<file path="src/rtl/base_aburp_arb.sv">
// base_aburp_arb: N-way round-robin arbiter merging valid/ready streams onto
// one output. Every input owns a one-entry burp (skid) register so its ready
// is a flop output, and multi-beat transfers (closed by an end beat) are never
// interleaved with traffic from other inputs.
module base_aburp_arb #(
   parameter int ways  = 4,
   parameter int width = 64
) (
   input  logic                  clk,
   input  logic                  reset,
   input  logic [ways-1:0]       i_v,
   output logic [ways-1:0]       i_r,
   input  logic [ways*width-1:0] i_d,
   input  logic [ways-1:0]       i_e,
   output logic                  o_v,
   input  logic                  o_r,
   output logic [width-1:0]      o_d,
   output logic                  o_e,
   output logic [ways-1:0]       o_s
);

   localparam int PW = (ways > 1) ? $clog2(ways) : 1;
   localparam logic [PW-1:0] LAST = PW'(ways - 1);

   // burp registers: valid is control, payload is data
   logic [ways-1:0]  r_burp_v;
   logic [width-1:0] r_burp_d [ways];
   logic [ways-1:0]  r_burp_e;

   // arbitration state
   logic             r_lock;
   logic             r_hold;
   logic [PW-1:0]    r_lock_src;
   logic [PW-1:0]    r_prev;
   logic [PW-1:0]    r_ptr;

   // effective request per input: parked beat wins over the live one
   logic [ways-1:0]  w_eff_v;
   logic [ways-1:0]  w_eff_e;
   logic [width-1:0] w_eff_d [ways];
   logic [ways-1:0]  w_take;

   logic [PW-1:0]    w_search;
   logic [PW-1:0]    w_grant;
   logic [PW-1:0]    w_idx;
   logic [PW:0]      w_sum;
   logic             w_found;

   assign i_r = ~r_burp_v;

   for (genvar k = 0; k < ways; k++) begin : g_in
      assign w_eff_v[k] = r_burp_v[k] | i_v[k];
      assign w_eff_d[k] = r_burp_v[k] ? r_burp_d[k] : i_d[k*width +: width];
      assign w_eff_e[k] = r_burp_v[k] ? r_burp_e[k] : i_e[k];
      assign o_s[k]     = o_v & (w_grant == PW'(k));
      assign w_take[k]  = o_v & o_r & o_s[k];
   end

   // round-robin search: first requesting input at or after ptr, wrapping
   always_comb begin
      w_search = r_ptr;
      w_found  = 1'b0;
      w_sum    = '0;
      w_idx    = '0;
      for (int i = 0; i < ways; i++) begin
         w_sum = {1'b0, r_ptr} + (PW+1)'(i);
         if (w_sum >= (PW+1)'(ways)) w_sum = w_sum - (PW+1)'(ways);
         w_idx = w_sum[PW-1:0];
         if (!w_found && w_eff_v[w_idx]) begin
            w_found  = 1'b1;
            w_search = w_idx;
         end
      end
   end

   // a locked transfer outranks a stalled beat, which outranks a fresh search
   assign w_grant = r_lock ? r_lock_src : (r_hold ? r_prev : w_search);
   assign o_v     = w_eff_v[w_grant];
   assign o_d     = w_eff_d[w_grant];
   assign o_e     = w_eff_e[w_grant];

   // burp occupancy: park a beat that arrives but is not forwarded, free on take
   always_ff @(posedge clk or posedge reset) begin
      if (reset) begin
         r_burp_v <= '0;
      end else begin
         for (int k = 0; k < ways; k++) begin
            if (!r_burp_v[k] && i_v[k] && !w_take[k]) r_burp_v[k] <= 1'b1;
            else if (r_burp_v[k] && w_take[k])        r_burp_v[k] <= 1'b0;
         end
      end
   end

   // burp payload tracks the live input while the register is empty
   always_ff @(posedge clk) begin
      for (int k = 0; k < ways; k++) begin
         if (!r_burp_v[k]) begin
            r_burp_d[k] <= i_d[k*width +: width];
            r_burp_e[k] <= i_e[k];
         end
      end
   end

   // lock/pointer/hold bookkeeping: ptr only advances past a finished transfer
   always_ff @(posedge clk or posedge reset) begin
      if (reset) begin
         r_lock     <= 1'b0;
         r_hold     <= 1'b0;
         r_lock_src <= '0;
         r_prev     <= '0;
         r_ptr      <= '0;
      end else begin
         r_hold <= o_v & ~o_r;
         r_prev <= w_grant;
         if (o_v && o_r) begin
            if (!o_e) begin
               r_lock     <= 1'b1;
               r_lock_src <= w_grant;
            end else begin
               r_lock <= 1'b0;
               r_ptr  <= (w_grant == LAST) ? '0 : w_grant + PW'(1);
            end
         end
      end
   end

endmodule

</file>
<file path="config.mk">
export PLATFORM = sky130hd
export DESIGN_NAME = base_aburp_arb
export DESIGN_NICKNAME = d
export VERILOG_FILES = /design/src/rtl/base_aburp_arb.sv
export SDC_FILE = /design/constraint.sdc
export NUM_CORES = 1
export LEC_CHECK = 0
export CAP_MARGIN = 20
export CORE_MARGIN = 2
export CORE_UTILIZATION = 40
export CTS_BUF_LIST = sky130_fd_sc_hd__clkbuf_16
export DETAILED_ROUTE_END_ITERATION = 8
export GPL_TIMING_DRIVEN = 0
export PLACE_DENSITY = 0.7
export SYNTH_ARGS = -nofsm -noshare
export SYNTH_HDL_FRONTEND = slang
export SYNTH_SLANG_ARGS = --single-unit
</file>
<file path="constraint.sdc">
create_clock -name clk -period 7.1 [get_ports clk]
set_clock_uncertainty 0.2 [all_clocks]
set_input_delay 0.71 -clock clk [delete_from_list [all_inputs] [get_ports clk]]
set_output_delay 0.71 -clock clk [all_outputs]
set_load 0.05 [all_outputs]
</file>
==> results of run 1 <==
==> registers in the layout (all words and copies together) (netlist names) <==
| name | cells |
|---|---|
| r_burp_d | 256 |
| r_burp_e | 4 |
| r_burp_v | 4 |
| r_lock_src | 2 |
| r_prev | 2 |
| r_ptr | 2 |
| r_hold | 1 |
| r_lock | 1 |
==> through the flow <==
stage	util, %	instances
2_1_floorplan	-	854
3_3_place_gp	54.5	1572
3_5_place_dp	54.5	1572
4_1_cts	57.6	1623
5_1_grt	57.6	1624
6_report	57.6	1625
==> kinds of logic after synthesis <==
family | share of synthesized area (%)
DFF | 49.2
xor gates and xnor gates | 0.0784
muxes | 44.5
and+or+nand+nor | 1.51
buffers and inverters | 2.70
AOI/OAI and AO/OA | 1.96
==> how the worst min path moves through the flow <==
stage / endpoint / start
2_1_floorplan: r_burp_e[3] / r_burp_e[3]
3_3_place_gp: r_burp_d[0][28] / r_burp_d[0][28]
3_5_place_dp: r_burp_d[0][4] / r_burp_d[0][4]
4_1_cts: r_burp_d[1][39] / r_burp_d[1][39]
5_1_grt: r_burp_e[2] / r_burp_e[2]
6_report: r_burp_e[2] / r_burp_e[2]
==> area by class of cell <==
class	count	share of cell area, %
sequential	272	34.6
multi-input combinational	516	33.7
timing repair buffer	340	21.4
clock buffer	29	4.56
tap	378	2.97
buffer	57	1.68
clock inverter	22	0.872
inverter	9	0.212
antenna	2	0.0314
==> worst max-delay path: stages <==
cell and delay, ns:
clkdlybuf4s50_1 0.53, or2_1 0.13, clkbuf_1 0.25, nor2_1 0.08, a221oi_2 0.40, o21a_1 0.18, buf_6 0.13, buf_2 0.32
buf_2 0.40, mux2i_1 0.30, clkdlybuf4s50_1 0.88
==> metal layers <==
metal | vias to the layer above | part of all wire, %
li1 | 3814 | -
met1 | 3742 | 41
met2 | 248 | 47
met3 | 57 | 8.8
met4 | 2 | 2.8
met5 | - | 0.046
==> layout by cell type (no fill, tap or decap), types with 3 or more instances in the layout <==
master and n:
inv_1 19, mux2_2 262, o21ai_0 3, nand2_1 3
dfxtp_1 260, nor2_1 7, a31oi_1 4, clkdlybuf4s50_1 340
clkbuf_1 29, buf_4 3, clkinv_2 3, mux2i_1 196
buf_2 22, clkinv_1 7, dfrtp_1 12, clkbuf_16 29
nor3_1 4, a21oi_1 4
==> flow_summary_export.csv, run 1 <==
group,metric,value,unit
outcome,status,"complete, no violations",
cts,clk_pin_slew,0.05,ns
placement,preCtsSetupSlack,1.84,ns
synthesis,synth_top_area_share,46.6,%
synthesis,synthCells,854,
synthesis,ys_top_cells_by_count,"mux2_2 (262), dfxtp_1 (260), mux2i_1 (196), clkbuf_1 (29), buf_2 (22)",
grt,antenna_found_initial,2,
finish,syn_to_final_growth,42.5,%
grt,grt_pass1_vias,8340,
timing,setup_viol_count_final,0,
timing,period_needed,5.24,ns
cts,post_cts_buffers,0,
worst_setup_path,path_class,"primary input to output pin",
synthesis,yosysTopAreaCell,"dfxtp_1",
worst_setup_path,cp_max_fo,10,
finish,drive_above_1_share,27.0,%
cts,clk_path_buf_depth,3,
detailed_routing,ant_nets,0,
floorplan,fp.dieH,171,µm
cts,ctsHoldBuffers,0,
detailed_routing,vias,7863,
flow_run,maxCapViolCount,0,
cts,h-tree-depth,1,
floorplan,die_area,29300,µm²
cts,cts_tree,"built",
synthesis,yosys_most_used_dff,"dfxtp_1",
worst_setup_path,start_kind,"primary input",
grt,grt_pass1_wl,45.9,mm
cts,insertion_delay,0.54,ns
worst_setup_path,critPathLaunch,"i_v[3]",
cts,cts_made_buffers,29,
synthesis,synth_seq_cells,272,
timing,drv_slew,0,
placement,gp_congestion,0.822,
timing,tns,0,ns
worst_setup_path,crit_end,"o_d[44]",
worst_setup_path,r2r-end,"r_lock_src[1]",
worst_setup_path,end_kind,"output pin",
floorplan,floorplan.io_pins,341,
floorplan,core,27600,µm²
finish,ff_latch_area,5510,µm²
timing,postLayoutSetupSlackWorst,1.86,ns
detailed_routing,routed_wl,30.5,mm
grt,grt_overflow_total,0,
synthesis,async_reset_ff_share,4.41,%
synthesis,ys.warnings.count,0,
hold_path,min_path_type,"flip-flop to flip-flop",
synthesis,avgSynthCellArea,13.1,µm²
synthesis,syn-cell-area,11200,µm²
synthesis,yosysSeqAreaShare,49.2,%
finish,num-nets-final,1492,
floorplan,core.rowCount,61,
synthesis,synth-edff-count,0,
grt,busiest_layer,"met2",
grt,met1_usage,23.9,%
cts,root_buffer,"clkbuf_16",
timing,fmax,191,MHz
placement,dpl_cell_area,15100,µm²
finish,multi_input_area,5370,µm²
synthesis,ys_types,46,
cts,cts_sinks,272,
grt,track_usage,20.2,%
worst_setup_path,rr_worst_depth,9,
timing,period_share,73.7,%
detailed_routing,drt_iter0_markers,219,
synthesis,synth_nets,1121,
worst_setup_path,crit_arrival,4.33,ns
grt,grt_max_degree,14,
timing,grt_setup_unrepaired,"false",
timing,relSlewSlack,44.5,%
timing,final_hold_viol_count,0,
timing,whs,0.268,ns
worst_setup_path,reg2reg_from,"r_burp_v[1]",
synthesis,synthTopCellsByArea,"dfxtp_1 (47%), mux2_2 (26%), mux2i_1 (18%), dfrtp_1 (2.7%), buf_2 (0.98%)",
timing,worst_pin_slew,0.833,ns
grt,grt_util_met3,7.02,%
detailed_routing,wl_per_cell,18.8,µm
worst_setup_path,crit_required,6.19,ns
worst_setup_path,rrSetupSlack,4.14,ns
cts,cts_resized,0,
detailed_routing,drt_pass1_iterations,4,
finish,stdcell_area,15900,µm²
finish,fillCellCount,2364,
grt,use_met2,34.6,%
synthesis,synth_most_common_cell,"mux2_2",
hold_path,holdPathStages,1,
floorplan,initial_utilization,40.5,%
placement,io_buffers,340,
placement,hpwl,22.6,mm
detailed_routing,routed_via_density,4.84,
floorplan,die_width,171,µm
detailed_routing,drc,0,
Power of run 1 is left out: the tool's default activity adds up to more than one toggle a clock period on the data nets, which glitch-free logic cannot reach.
==> run 2, diff against run 1 <==
==> constraint.sdc (replaced) <==
create_clock -name clk -period 4.9 [get_ports clk]
set_clock_uncertainty 0.2 [all_clocks]
set_input_delay 0.49 -clock clk [delete_from_list [all_inputs] [get_ports clk]]
set_output_delay 0.49 -clock clk [all_outputs]
set_load 0.05 [all_outputs]
==> flow_summary_export.csv, run 2 (synthesis results as in run 1) <==
group,metric,value,unit
grt,grt_pass1_wl,45.9,mm
timing,period_needed,4.70,ns
detailed_routing,ant_nets,0,
floorplan,core,27600,µm²
cts,cts_tree,"built",
finish,utilization,58.1,%
floorplan,initial_utilization,40.5,%
timing,worst_pin_slew,0.839,ns
detailed_routing,routed_via_density,4.84,
worst_setup_path,crit_arrival,4.01,ns
finish,top_register,"r_burp_d",
floorplan,die_width,171,µm
cts,root_buffer,"clkbuf_16",
floorplan,die_area,29300,µm²
floorplan,core.rowCount,61,
cts,h-tree-depth,1,
timing,relSlewSlack,44.1,%
grt,antenna_found_initial,2,
detailed_routing,drt_pass1_iterations,4,
cts,ctsHoldBuffers,0,
grt,grt_overflow_total,0,
cts,post_cts_buffers,0,
worst_setup_path,cp_max_fo,10,
placement,hpwl,22.6,mm
worst_setup_path,path_class,"flip-flop to output pin",
cts,clk_pin_slew,0.06,ns
timing,setup_viol_count_final,0,
grt,grt_max_degree,14,
worst_setup_path,end_kind,"output pin",
worst_setup_path,start_kind,"flip-flop",
timing,grt_setup_unrepaired,"false",
detailed_routing,routed_wl,30.6,mm
detailed_routing,drt_iter0_markers,232,
detailed_routing,drc,0,
placement,gp_congestion,0.822,
finish,num-nets-final,1492,
outcome,status,"complete, no violations",
cts,cts_made_buffers,29,
flow_run,maxCapViolCount,0,
timing,tns,0,ns
grt,grt_pass1_vias,8340,
worst_setup_path,crit_required,4.21,ns
cts,cts_sinks,272,
finish,drive_above_1_share,27.0,%
grt,track_usage,20.2,%
floorplan,fp.dieH,171,µm
finish,layout_commonest_cell,"clkdlybuf4s50_1",
finish,reg_top3,"r_burp_d (256), r_burp_e (4), r_burp_v (4)",
cts,insertion_delay,0.54,ns
finish,final_cell_mix,"clkdlybuf4s50_1 (293), mux2_2 (262), dfxtp_1 (260)",
finish,syn_to_final_growth,43.5,%
timing,final_hold_viol_count,0,
cts,clk_path_buf_depth,3,
detailed_routing,wl_per_cell,18.8,µm
finish,largest_reg_flops,256,
placement,io_buffers,340,
timing,drv_slew,0,
timing,period_share,95.9,%
detailed_routing,vias,7863,
cts,cts_resized,0,
floorplan,floorplan.io_pins,341,
hold_path,min_path_type,"primary input to asynchronous set/reset pin",
timing,fmax,213,MHz
[run 2: changes by cell type in the layout (fill, tap and decap cells not counted), sizes merged]
cell	before	now
dlymetal6s2s	0	47
clkdlybuf4s50	340	293
[run 2: cell type report]
type | instances | area (µm²)
diodes | 2 | 5.00
repair buffers | 340 | 3520
multi-input cells | 516 | 5370
fillers | 2349 | 11600
clock inverters | 22 | 139
flip-flops and latches | 272 | 5510
inverters | 9 | 33.8
well taps | 378 | 473
clock buffers | 29 | 726
plain buffers | 57 | 268
[run 2: worst max-delay path, cell delays in order (launching register included)]
cell	delay [ns]
dfrtp_1	0.44
nor2_1	0.18
buf_4	0.20
o211ai_2	0.09
a221oi_2	0.44
o21a_1	0.18
buf_6	0.13
buf_2	0.33
buf_2	0.40
mux2i_1	0.24
clkdlybuf4s50_1	0.82
[run 2: routing by layer]
layer / GRT usage, % / vias up / routed length, µm
met3: 7.02 / 55 / 2750
met2: 34.6 / 252 / 14600
li1: - / 3817 / -
met1: 23.9 / 3737 / 12500
met4: 6.01 / 2 / 800
met5: 0 / - / 14
[run 2: metrics by stage]
stage / hold slack (ns) / area (µm²) / cells / setup slack, ns
2_1_floorplan: 0.155 / 11200 / 854 / 1.37
3_3_place_gp: 0.254 / 15100 / 1572 / 0.110
3_5_place_dp: 0.258 / 15100 / 1572 / 0.0758
4_1_cts: 0.0630 / 15900 / 1623 / 0.0221
5_1_grt: 0.101 / 16000 / 1624 / 0.000228
6_report: 0.0710 / 16000 / 1625 / 0.199
[run 2: worst paths after layout]
| path | start | cells past startpoint | end | slack [ns] |
|---|---|---|---|---|
| max | r_burp_v[0] | 10 | o_d[45] | 0.20 |
| min | reset | 2 | r_burp_v[3] | 0.07 |
| max reg2reg | r_burp_v[1] | 9 | r_lock_src[1] | 1.97 |
| min reg2reg | r_burp_e[2] | 1 | r_burp_e[2] | 0.27 |
| max in group asynchronous | reset | 2 | r_lock_src[1] | 4.10 |
| min in group clk | r_burp_e[2] | 1 | r_burp_e[2] | 0.27 |
Power of run 2 is left out for the same reason.
